$ cat src/rtl/reg_write_arbiter_if.sv
// rtl/reg_write_arbiter_if.sv - request, query and register-file port bundle for reg_write_arbiter
interface reg_write_arbiter_if;
  logic       HOLD;
  logic       A_VALID;
  logic [2:0] A_ADDR;
  logic [7:0] A_DATA;
  logic       A_READY;
  logic       B_VALID;
  logic [2:0] B_ADDR;
  logic [7:0] B_DATA;
  logic       B_READY;
  logic [2:0] RD1_ADDR;
  logic [2:0] RD2_ADDR;
  logic       HAZARD;
  logic       RF_WRITE;
  logic [2:0] RF_INADDRESS;
  logic [7:0] RF_IN;
  logic [7:0] BUSY;

  modport master (
    output HOLD, A_VALID, A_ADDR, A_DATA, B_VALID, B_ADDR, B_DATA, RD1_ADDR, RD2_ADDR,
    input  A_READY, B_READY, HAZARD, RF_WRITE, RF_INADDRESS, RF_IN, BUSY
  );

  modport slave (
    input  HOLD, A_VALID, A_ADDR, A_DATA, B_VALID, B_ADDR, B_DATA, RD1_ADDR, RD2_ADDR,
    output A_READY, B_READY, HAZARD, RF_WRITE, RF_INADDRESS, RF_IN, BUSY
  );
endinterface

$ cat src/rtl/reg_write_arbiter.sv
// rtl/reg_write_arbiter.sv - two-requester register-file write arbiter with one-entry output stage
// and per-register outstanding-write scoreboard for hazard queries.
module reg_write_arbiter #(
  parameter bit FIXED_PRIO = 1'b0
) (
  input  logic             CLK,
  input  logic             RESET,
  reg_write_arbiter_if.slave bus
);

  typedef enum logic {EMPTY, FULL} stage_t;

  stage_t     state;
  logic       last_b;
  logic [2:0] rf_addr;
  logic [7:0] rf_data;
  logic [7:0] busy;

  logic       open;
  logic       a_wins;
  logic       grant_a;
  logic       grant_b;
  logic       hs;
  logic [2:0] hs_addr;
  logic [7:0] hs_data;
  logic [7:0] busy_next;

  always_comb begin
    open    = !bus.HOLD && !RESET;
    a_wins  = !bus.B_VALID || FIXED_PRIO || last_b;
    grant_a = open && bus.A_VALID && a_wins;
    grant_b = open && bus.B_VALID && !(bus.A_VALID && a_wins);
    hs      = grant_a || grant_b;
    hs_addr = grant_b ? bus.B_ADDR : bus.A_ADDR;
    hs_data = grant_b ? bus.B_DATA : bus.A_DATA;

    // Retire clears first so a same-address accept at the same edge keeps the bit set.
    busy_next = busy;
    if (state == FULL) busy_next[rf_addr] = 1'b0;
    if (hs)            busy_next[hs_addr] = 1'b1;
  end

  always_ff @(posedge CLK) begin
    if (RESET) begin
      state   <= EMPTY;
      rf_addr <= 3'd0;
      rf_data <= 8'd0;
      busy    <= 8'h00;
      last_b  <= 1'b1;
    end else begin
      busy <= busy_next;
      if (hs) begin
        state   <= FULL;
        rf_addr <= hs_addr;
        rf_data <= hs_data;
        last_b  <= grant_b;
      end else begin
        state <= EMPTY;
      end
    end
  end

  assign bus.A_READY      = grant_a;
  assign bus.B_READY      = grant_b;
  // A write still staged when reset arrives must never reach the register file.
  assign bus.RF_WRITE     = (state == FULL) && !RESET;
  assign bus.RF_INADDRESS = rf_addr;
  assign bus.RF_IN        = rf_data;
  assign bus.BUSY         = busy;
  assign bus.HAZARD       = busy[bus.RD1_ADDR] || busy[bus.RD2_ADDR] ||
                            (hs && (hs_addr == bus.RD1_ADDR || hs_addr == bus.RD2_ADDR));

endmodule
$ cat src/flat_wrapper.sv
// flat-port wrapper written by rule: the top's interface ports become plain ports
module reg_write_arbiter_flat 
#(
  parameter bit FIXED_PRIO = 1'b0
)
  (CLK, RESET, bus_HOLD, bus_A_VALID, bus_A_ADDR, bus_A_DATA, bus_B_VALID, bus_B_ADDR, bus_B_DATA, bus_RD1_ADDR, bus_RD2_ADDR, bus_A_READY, bus_B_READY, bus_HAZARD, bus_RF_WRITE, bus_RF_INADDRESS, bus_RF_IN, bus_BUSY);
  reg_write_arbiter_if bus_i ();
  input  logic CLK;
  input  logic RESET;
  input wire logic [$bits(bus_i.HOLD)-1:0] bus_HOLD;
  input wire logic [$bits(bus_i.A_VALID)-1:0] bus_A_VALID;
  input wire logic [$bits(bus_i.A_ADDR)-1:0] bus_A_ADDR;
  input wire logic [$bits(bus_i.A_DATA)-1:0] bus_A_DATA;
  input wire logic [$bits(bus_i.B_VALID)-1:0] bus_B_VALID;
  input wire logic [$bits(bus_i.B_ADDR)-1:0] bus_B_ADDR;
  input wire logic [$bits(bus_i.B_DATA)-1:0] bus_B_DATA;
  input wire logic [$bits(bus_i.RD1_ADDR)-1:0] bus_RD1_ADDR;
  input wire logic [$bits(bus_i.RD2_ADDR)-1:0] bus_RD2_ADDR;
  output wire logic [$bits(bus_i.A_READY)-1:0] bus_A_READY;
  output wire logic [$bits(bus_i.B_READY)-1:0] bus_B_READY;
  output wire logic [$bits(bus_i.HAZARD)-1:0] bus_HAZARD;
  output wire logic [$bits(bus_i.RF_WRITE)-1:0] bus_RF_WRITE;
  output wire logic [$bits(bus_i.RF_INADDRESS)-1:0] bus_RF_INADDRESS;
  output wire logic [$bits(bus_i.RF_IN)-1:0] bus_RF_IN;
  output wire logic [$bits(bus_i.BUSY)-1:0] bus_BUSY;
  assign bus_i.HOLD = bus_HOLD;
  assign bus_i.A_VALID = bus_A_VALID;
  assign bus_i.A_ADDR = bus_A_ADDR;
  assign bus_i.A_DATA = bus_A_DATA;
  assign bus_i.B_VALID = bus_B_VALID;
  assign bus_i.B_ADDR = bus_B_ADDR;
  assign bus_i.B_DATA = bus_B_DATA;
  assign bus_i.RD1_ADDR = bus_RD1_ADDR;
  assign bus_i.RD2_ADDR = bus_RD2_ADDR;
  assign bus_A_READY = bus_i.A_READY;
  assign bus_B_READY = bus_i.B_READY;
  assign bus_HAZARD = bus_i.HAZARD;
  assign bus_RF_WRITE = bus_i.RF_WRITE;
  assign bus_RF_INADDRESS = bus_i.RF_INADDRESS;
  assign bus_RF_IN = bus_i.RF_IN;
  assign bus_BUSY = bus_i.BUSY;
  reg_write_arbiter #(.FIXED_PRIO(FIXED_PRIO)) u_core (.CLK(CLK), .RESET(RESET), .bus(bus_i));
endmodule
$ cat config.mk
export PLATFORM = sky130hd
export DESIGN_NAME = reg_write_arbiter_flat
export DESIGN_NICKNAME = d
export VERILOG_FILES = /design/src/rtl/reg_write_arbiter_if.sv /design/src/rtl/reg_write_arbiter.sv /design/src/flat_wrapper.sv
export SDC_FILE = /design/constraint.sdc
export NUM_CORES = 1
export LEC_CHECK = 0
export ABC_CLOCK_PERIOD_IN_PS = 2600
export BUFFER_PORTS_ARGS = -buffer_cell sky130_fd_sc_hd__buf_2
export CAP_MARGIN = 25
export CORE_ASPECT_RATIO = 1.1
export CORE_MARGIN = 4
export CORE_UTILIZATION = 46
export CTS_CLUSTER_DIAMETER = 60
export CTS_CLUSTER_SIZE = 20
export DETAILED_ROUTE_END_ITERATION = 8
export PLACE_DENSITY = 0.76
export RECOVER_POWER = 25
export REMOVE_ABC_BUFFERS = 1
export SLEW_MARGIN = 20
export SYNTH_ARGS = -nofsm -noshare
export SYNTH_HDL_FRONTEND = slang
export SYNTH_SLANG_ARGS = --single-unit
$ cat constraint.sdc
create_clock -name CLK -period 2.6 [get_ports CLK]
set_clock_uncertainty 0.05 [all_clocks]
set_input_delay 0.52 -clock CLK [delete_from_list [all_inputs] [get_ports CLK]]
set_output_delay 0.52 -clock CLK [all_outputs]
set_load 0.01 [all_outputs]
## Word-level counts from Yosys, hierarchy flattened

Cells that the tools add are included.

| storage, ports and cells | value |
|---|---|
| bits in registers | 21 |
| input port bits | 33 |
| output and inout port bits | 23 |

| cells by class | value |
|---|---|
| order comparisons | 6 |
| equality and inequality tests | 2 |
| muxes and demuxes | 13 |
| bitwise operators | 3 |
| reduce and logical (&&, ||, !) cells | 19 |

Operator list:

| cell | count |
|---|---|
| two-way mux 8 bit | 3 |
| < comparator 3 x 4 -> 1 bit (second input constant) | 4 |
| logical AND 1 bit | 10 |
| AND 8 bit | 1 |
| inverter 8 bit | 1 |
| bitwise OR 8 bit | 1 |
| binary-select mux 1 bit (select 3 bit) | 2 |
| demux 1 bit (select 3 bit) | 2 |
| equality test 3 bit | 2 |
| >= comparator 3 x 1 -> 1 bit (second input constant) | 2 |
| logical OR 1 bit | 5 |
| two-way mux 1 bit | 5 |
| logical NOT 1 bit | 4 |
| two-way mux 3 bit | 1 |

## Depth between registers and ports, before layout

| depth | value |
|---|---|
| depth in word-level cells | 12 |
| mapped depth | 6 |

## Least setup slack after synthesis

Ideal clock, no wire load.

| timing | value |
|---|---|
| path type | input -> output |
| start | in bus_A_VALID |
| end | out bus_HAZARD |
| data arrival time | 1.884 ns |
| data required time | 2.030 ns |
| slack | 0.146 ns |
| stages | 5 |
| path buffers | 0 |
| cell sequence | a211oi_4 nand2_4 mux2_4 a221o_1 o221ai_1 |

| on the way | value |
|---|---|
| longest elaborated chain between the ends | 8 |
| elaborated cells between the ends (all ways) | 12 |
| those cells by class | eq/ne (2); mux (1); reduce/logical (9) |

Ends and longest elaborated chain:

| element | line | text |
|---|---|---|
| from (decl) | flat_wrapper.sv:11 | `input wire logic [$bits(bus_i.A_VALID)-1:0] bus_A_VALID;` |
| logical AND 1 bit | reg_write_arbiter.sv:32 | `grant_b = open && bus.B_VALID && !(bus.A_VALID && a_wins);` |
| logical NOT 1 bit | reg_write_arbiter.sv:32 |  |
| logical AND 1 bit | reg_write_arbiter.sv:32 |  |
| two-way mux 3 bit | reg_write_arbiter.sv:34 | `hs_addr = grant_b ? bus.B_ADDR : bus.A_ADDR;` |
| equality test 3 bit | reg_write_arbiter.sv:71 | `(hs && (hs_addr == bus.RD1_ADDR \|\| hs_addr == bus.RD2_ADDR));` |
| logical OR 1 bit | reg_write_arbiter.sv:71 |  |
| logical AND 1 bit (*) | reg_write_arbiter.sv:71 |  |
| logical OR 1 bit (*) | reg_write_arbiter.sv:70 | `assign bus.HAZARD = busy[bus.RD1_ADDR] \|\| busy[bus.RD2_ADDR] \|\|` |
| to (decl) | flat_wrapper.sv:21 | `output wire logic [$bits(bus_i.HAZARD)-1:0] bus_HAZARD;` |

Mark *: on every way between the ends. The rest lies on a longest branch, timed or not.

## Worst setup path after layout

| timing | value |
|---|---|
| start | reg u_core.last_b |
| end | out bus_HAZARD |

| on the way | value |
|---|---|
| longest elaborated chain between the ends | 9 |
| elaborated cells between the ends (all ways) | 12 |
| those cells by class | eq/ne (2); mux (1); reduce/logical (9) |

Ends and longest elaborated chain:

| element | line | text |
|---|---|---|
| from (decl) | reg_write_arbiter.sv:14 | `logic last_b;` |
| from (signal assigned) | reg_write_arbiter.sv:56 | `last_b <= grant_b;` |
| logical OR 1 bit (*) | reg_write_arbiter.sv:30 | `a_wins = !bus.B_VALID \|\| FIXED_PRIO \|\| last_b;` |
| logical AND 1 bit | reg_write_arbiter.sv:32 |  |
| logical NOT 1 bit | reg_write_arbiter.sv:32 |  |
| logical AND 1 bit | reg_write_arbiter.sv:32 |  |
| two-way mux 3 bit | reg_write_arbiter.sv:34 |  |
| equality test 3 bit | reg_write_arbiter.sv:71 |  |
| logical OR 1 bit | reg_write_arbiter.sv:71 |  |
| logical AND 1 bit (*) | reg_write_arbiter.sv:71 |  |
| logical OR 1 bit (*) | reg_write_arbiter.sv:70 |  |

Marks and branches as above.

==> impl_metrics.env <==
export IMPL_antennaDiodeCount=0
export IMPL_grt_usage=0.1890
export IMPL_crit_buf_inv=1
export IMPL_synth_seq_cells=21
export IMPL_cts_tree="done"
export IMPL_die_area_um2=3484
export IMPL_fin_nets=236
export IMPL_hold_class="input port to register"
export IMPL_cts_sinks=21
export IMPL_met3_usage=0.03774
export IMPL_synthAdderAreaFrac=0
export IMPL_gp_congestion=0.8506
export IMPL_syn_inst=138
export IMPL_synthXorXnorAreaFrac=0.02926
export IMPL_synth_area_per_cell_um2=8.677
export IMPL_grt_pass1_vias=1156
export IMPL_routed_wl_um=3357
export IMPL_finalMaxSlewViolations=0
export IMPL_yosysTopAreaCell="dfxtp_1"
export IMPL_critPathLaunchType="register"
export IMPL_root_buffer="clkbuf_4"
export IMPL_worstSetupPathType="register to output port"
export IMPL_cts_clk_slew_worst_paths_ns=0.11
export IMPL_row_count=19
export IMPL_internal_power_mw=0.4735
export IMPL_busiest_layer="met2"
export IMPL_crit_required_ns=2.03
export IMPL_syn_area_um2=1197
export IMPL_period_minus_slack_ns=2.558
export IMPL_rsz0062_at_grt="yes"
export IMPL_critPathMaxFanout=2
export IMPL_yosysMostFrequentCell="dfxtp_1"
export IMPL_p_seq_frac=0.524
export IMPL_slew_headroom=0.7005
export IMPL_yosys_mux_area_fraction=0.1526
export IMPL_cp_data_arrival_time_ns=1.99
export IMPL_vias=1296
export IMPL_drtIter0Drc=42
export IMPL_antenna_found_initial=0
export IMPL_ir_worst_vdd_mv=0.3622
export IMPL_max_clock_freq_mhz=391.0
export IMPL_use_met1=0.2462
export IMPL_ys_top_cells_by_area="dfxtp_1 (35%), mux4_2 (7.5%), nand2_1 (6.0%), a311oi_1 (5.9%), a21oi_1 (5.0%)"
export IMPL_synth_compound_gate_area_share=0.2278
export IMPL_start_util=0.4797
export IMPL_ctsLongestPathBuffers=2
export IMPL_firstDrtPassIters=5
export IMPL_synth_cell_type_count=31
export IMPL_post_drt_wl_per_cell_um=14.41
export IMPL_layout_drive_gt1_share=0.4109
export IMPL_critPathTopFamily="compound AO/OA/AOI/OAI gates"
export IMPL_core_um2=2496
export IMPL_htreeDepth=1
export IMPL_synth_top_area_share=0.3511
export IMPL_dpl_cell_area_um2=1556
export IMPL_synthSimpleGateAreaFrac=0.2048
export IMPL_cp_end_kind="output port"
export IMPL_async_flop_share=0
export IMPL_max_cap_violations=0
export IMPL_dominantRegCellSynth="dfxtp_1"
export IMPL_cp_cell_sequence="a211oi_4 -> nand2_4 -> mux2_4 -> a221o_1 -> o221ai_1 -> buf_2"
export IMPL_ios=56
export IMPL_grt_first_pass_wirelength_um=5195
export IMPL_drc_errors=0
export IMPL_overflow=0
export IMPL_tightest_slew_ns=0.4368
export IMPL_clk_latency_ns=0.30
export IMPL_fin_area_um2=1610
export IMPL_ys_warn_count=0
export IMPL_p_comb_frac=0.248
export IMPL_sw_frac_of_total=0.2914
export IMPL_dp_hpwl_um=2613
export IMPL_cts_made_buffers=3
export IMPL_grtUsageMet2=0.3234
export IMPL_status="finished clean"
export IMPL_hold_ws_ns=0.4194
export IMPL_area_delta_synth_final_pct=34.48
export IMPL_synth_edf_count=0
export IMPL_power_density_nw_per_um2=414.9
export IMPL_synth_top_family_by_area="compound AO/OA/AOI/OAI gates"
export IMPL_cp_slowest_cell="dfxtp_4"
export IMPL_die_h_um=61.51
export IMPL_synth_commonest_cells="dfxtp_1 (21), nand2_1 (19), nor2_1 (13), a21oi_1 (12)"
export IMPL_via_per_inst=5.562
export IMPL_synth_seq_area_share=0.3511
export IMPL_numPortBuffers=55
export IMPL_p_leak_nw=0.7422
export IMPL_hold_buffers=0
export IMPL_final_period_utilization=0.9838
export IMPL_hold_viol=0
export IMPL_clockPowerShare=0.228
export IMPL_chipWidth_um=56.65
export IMPL_grt_max_degree=32
export IMPL_cpPeakStageDelay_ns=0.37
export IMPL_finalSetupViolCount=0
export IMPL_p_switching_mw=0.1947
export IMPL_antenna_left=0
power by group through the flow:
stage	logic [mW]	clock network (mW)	registers, mW
2_1_floorplan	0.0726	0	0.362
3_3_place_gp	0.157	0	0.357
3_5_place_dp	0.161	0	0.357
4_1_cts	0.161	0.157	0.350
5_1_grt	0.183	0.167	0.352
6_report	0.166	0.152	0.350
final timing paths:
check	startpoint	endpoint	slack [ns]	cells after the start
setup / recovery	u_core.last_b	bus_HAZARD	0.04	6
hold / removal	bus_A_DATA[4]	u_core.bus.RF_IN[4]	0.42	3
setup reg to reg	u_core.last_b	u_core.bus.BUSY[2]	0.71	7
hold reg to reg	u_core.bus.RF_IN[4]	u_core.bus.RF_IN[4]	0.45	2
layer usage:
layer | part of all wire | wire (um)
met1 | 0.40 | 1332
met5 | 0 | 0
met2 | 0.51 | 1728
met3 | 0.078 | 263
met4 | 0.0092 | 31
worst min-delay path: cells and delay by family:
family | cells | cell delay, ns
buffers and inverters | 1 | 0.09
AO/OA/AOI/OAI | 1 | 0.08
AND/OR/NAND/NOR | 1 | 0.04
state kept, by name (all words and copies together), names as in the netlist:
signal / count
u_core.state: 1
u_core.bus.BUSY: 8
u_core.bus.RF_IN: 8
u_core.bus.RF_INADDRESS: 3
u_core.last_b: 1
logic make-up after synthesis:
group           Yosys count
simple gates             51
compound gates           39
buf+inv                  11
xor+xnor                  4
flops                    21
mux                      12
cells in the final DEF, fill, tap and decap left out, types with 2 or more instances in the layout:
cell	synthesis	final
a211oi_1	4	4
o21ai_0	7	7
xnor2_1	2	2
nand4_1	8	8
dfxtp_1	21	20
nand2b_1	5	5
nand2_1	19	19
buf_2	0	55
mux2i_1	3	2
xor2_1	2	2
mux2_2	3	3
inv_1	4	4
buf_4	0	10
o31ai_1	2	2
a21oi_1	12	12
a311oi_1	8	8
mux2i_2	1	2
clkbuf_4	0	3
nor2b_1	3	3
mux4_2	4	4
nor2_1	13	13
per-stage QoR:
step	setup WS (ns)	setup TNS (ns)	utilization	total power, mW	std cells
6_report	0.04224	0	0.6451	0.6682	233
5_1_grt	-0.02747	-0.02747	0.6451	0.7018	233
4_1_cts	0.007452	0	0.6346	0.6685	231
3_5_place_dp	0.02023	0	0.6236	0.5181	227
3_3_place_gp	0.03642	0	0.6236	0.5145	227
2_1_floorplan	0.09264	0	-	0.4350	132
cell type report:
| class | instances | area, um^2 |
|---|---|---|
| clock inverters | 1 | 5.005 |
| multi-input cells | 106 | 739.5 |
| fillers | 227 | 885.9 |
| flip-flops and latches | 21 | 424.2 |
| clock buffers | 3 | 22.52 |
| repair buffers | 66 | 361.6 |
| inverters | 5 | 18.77 |
| well taps | 31 | 38.79 |
what timing repair did:
action,in CTS,in global routing
buffers inserted,0,2
setup endpoints to repair,0,1
resized for setup,0,4
Power figures use the tool's default switching activity.
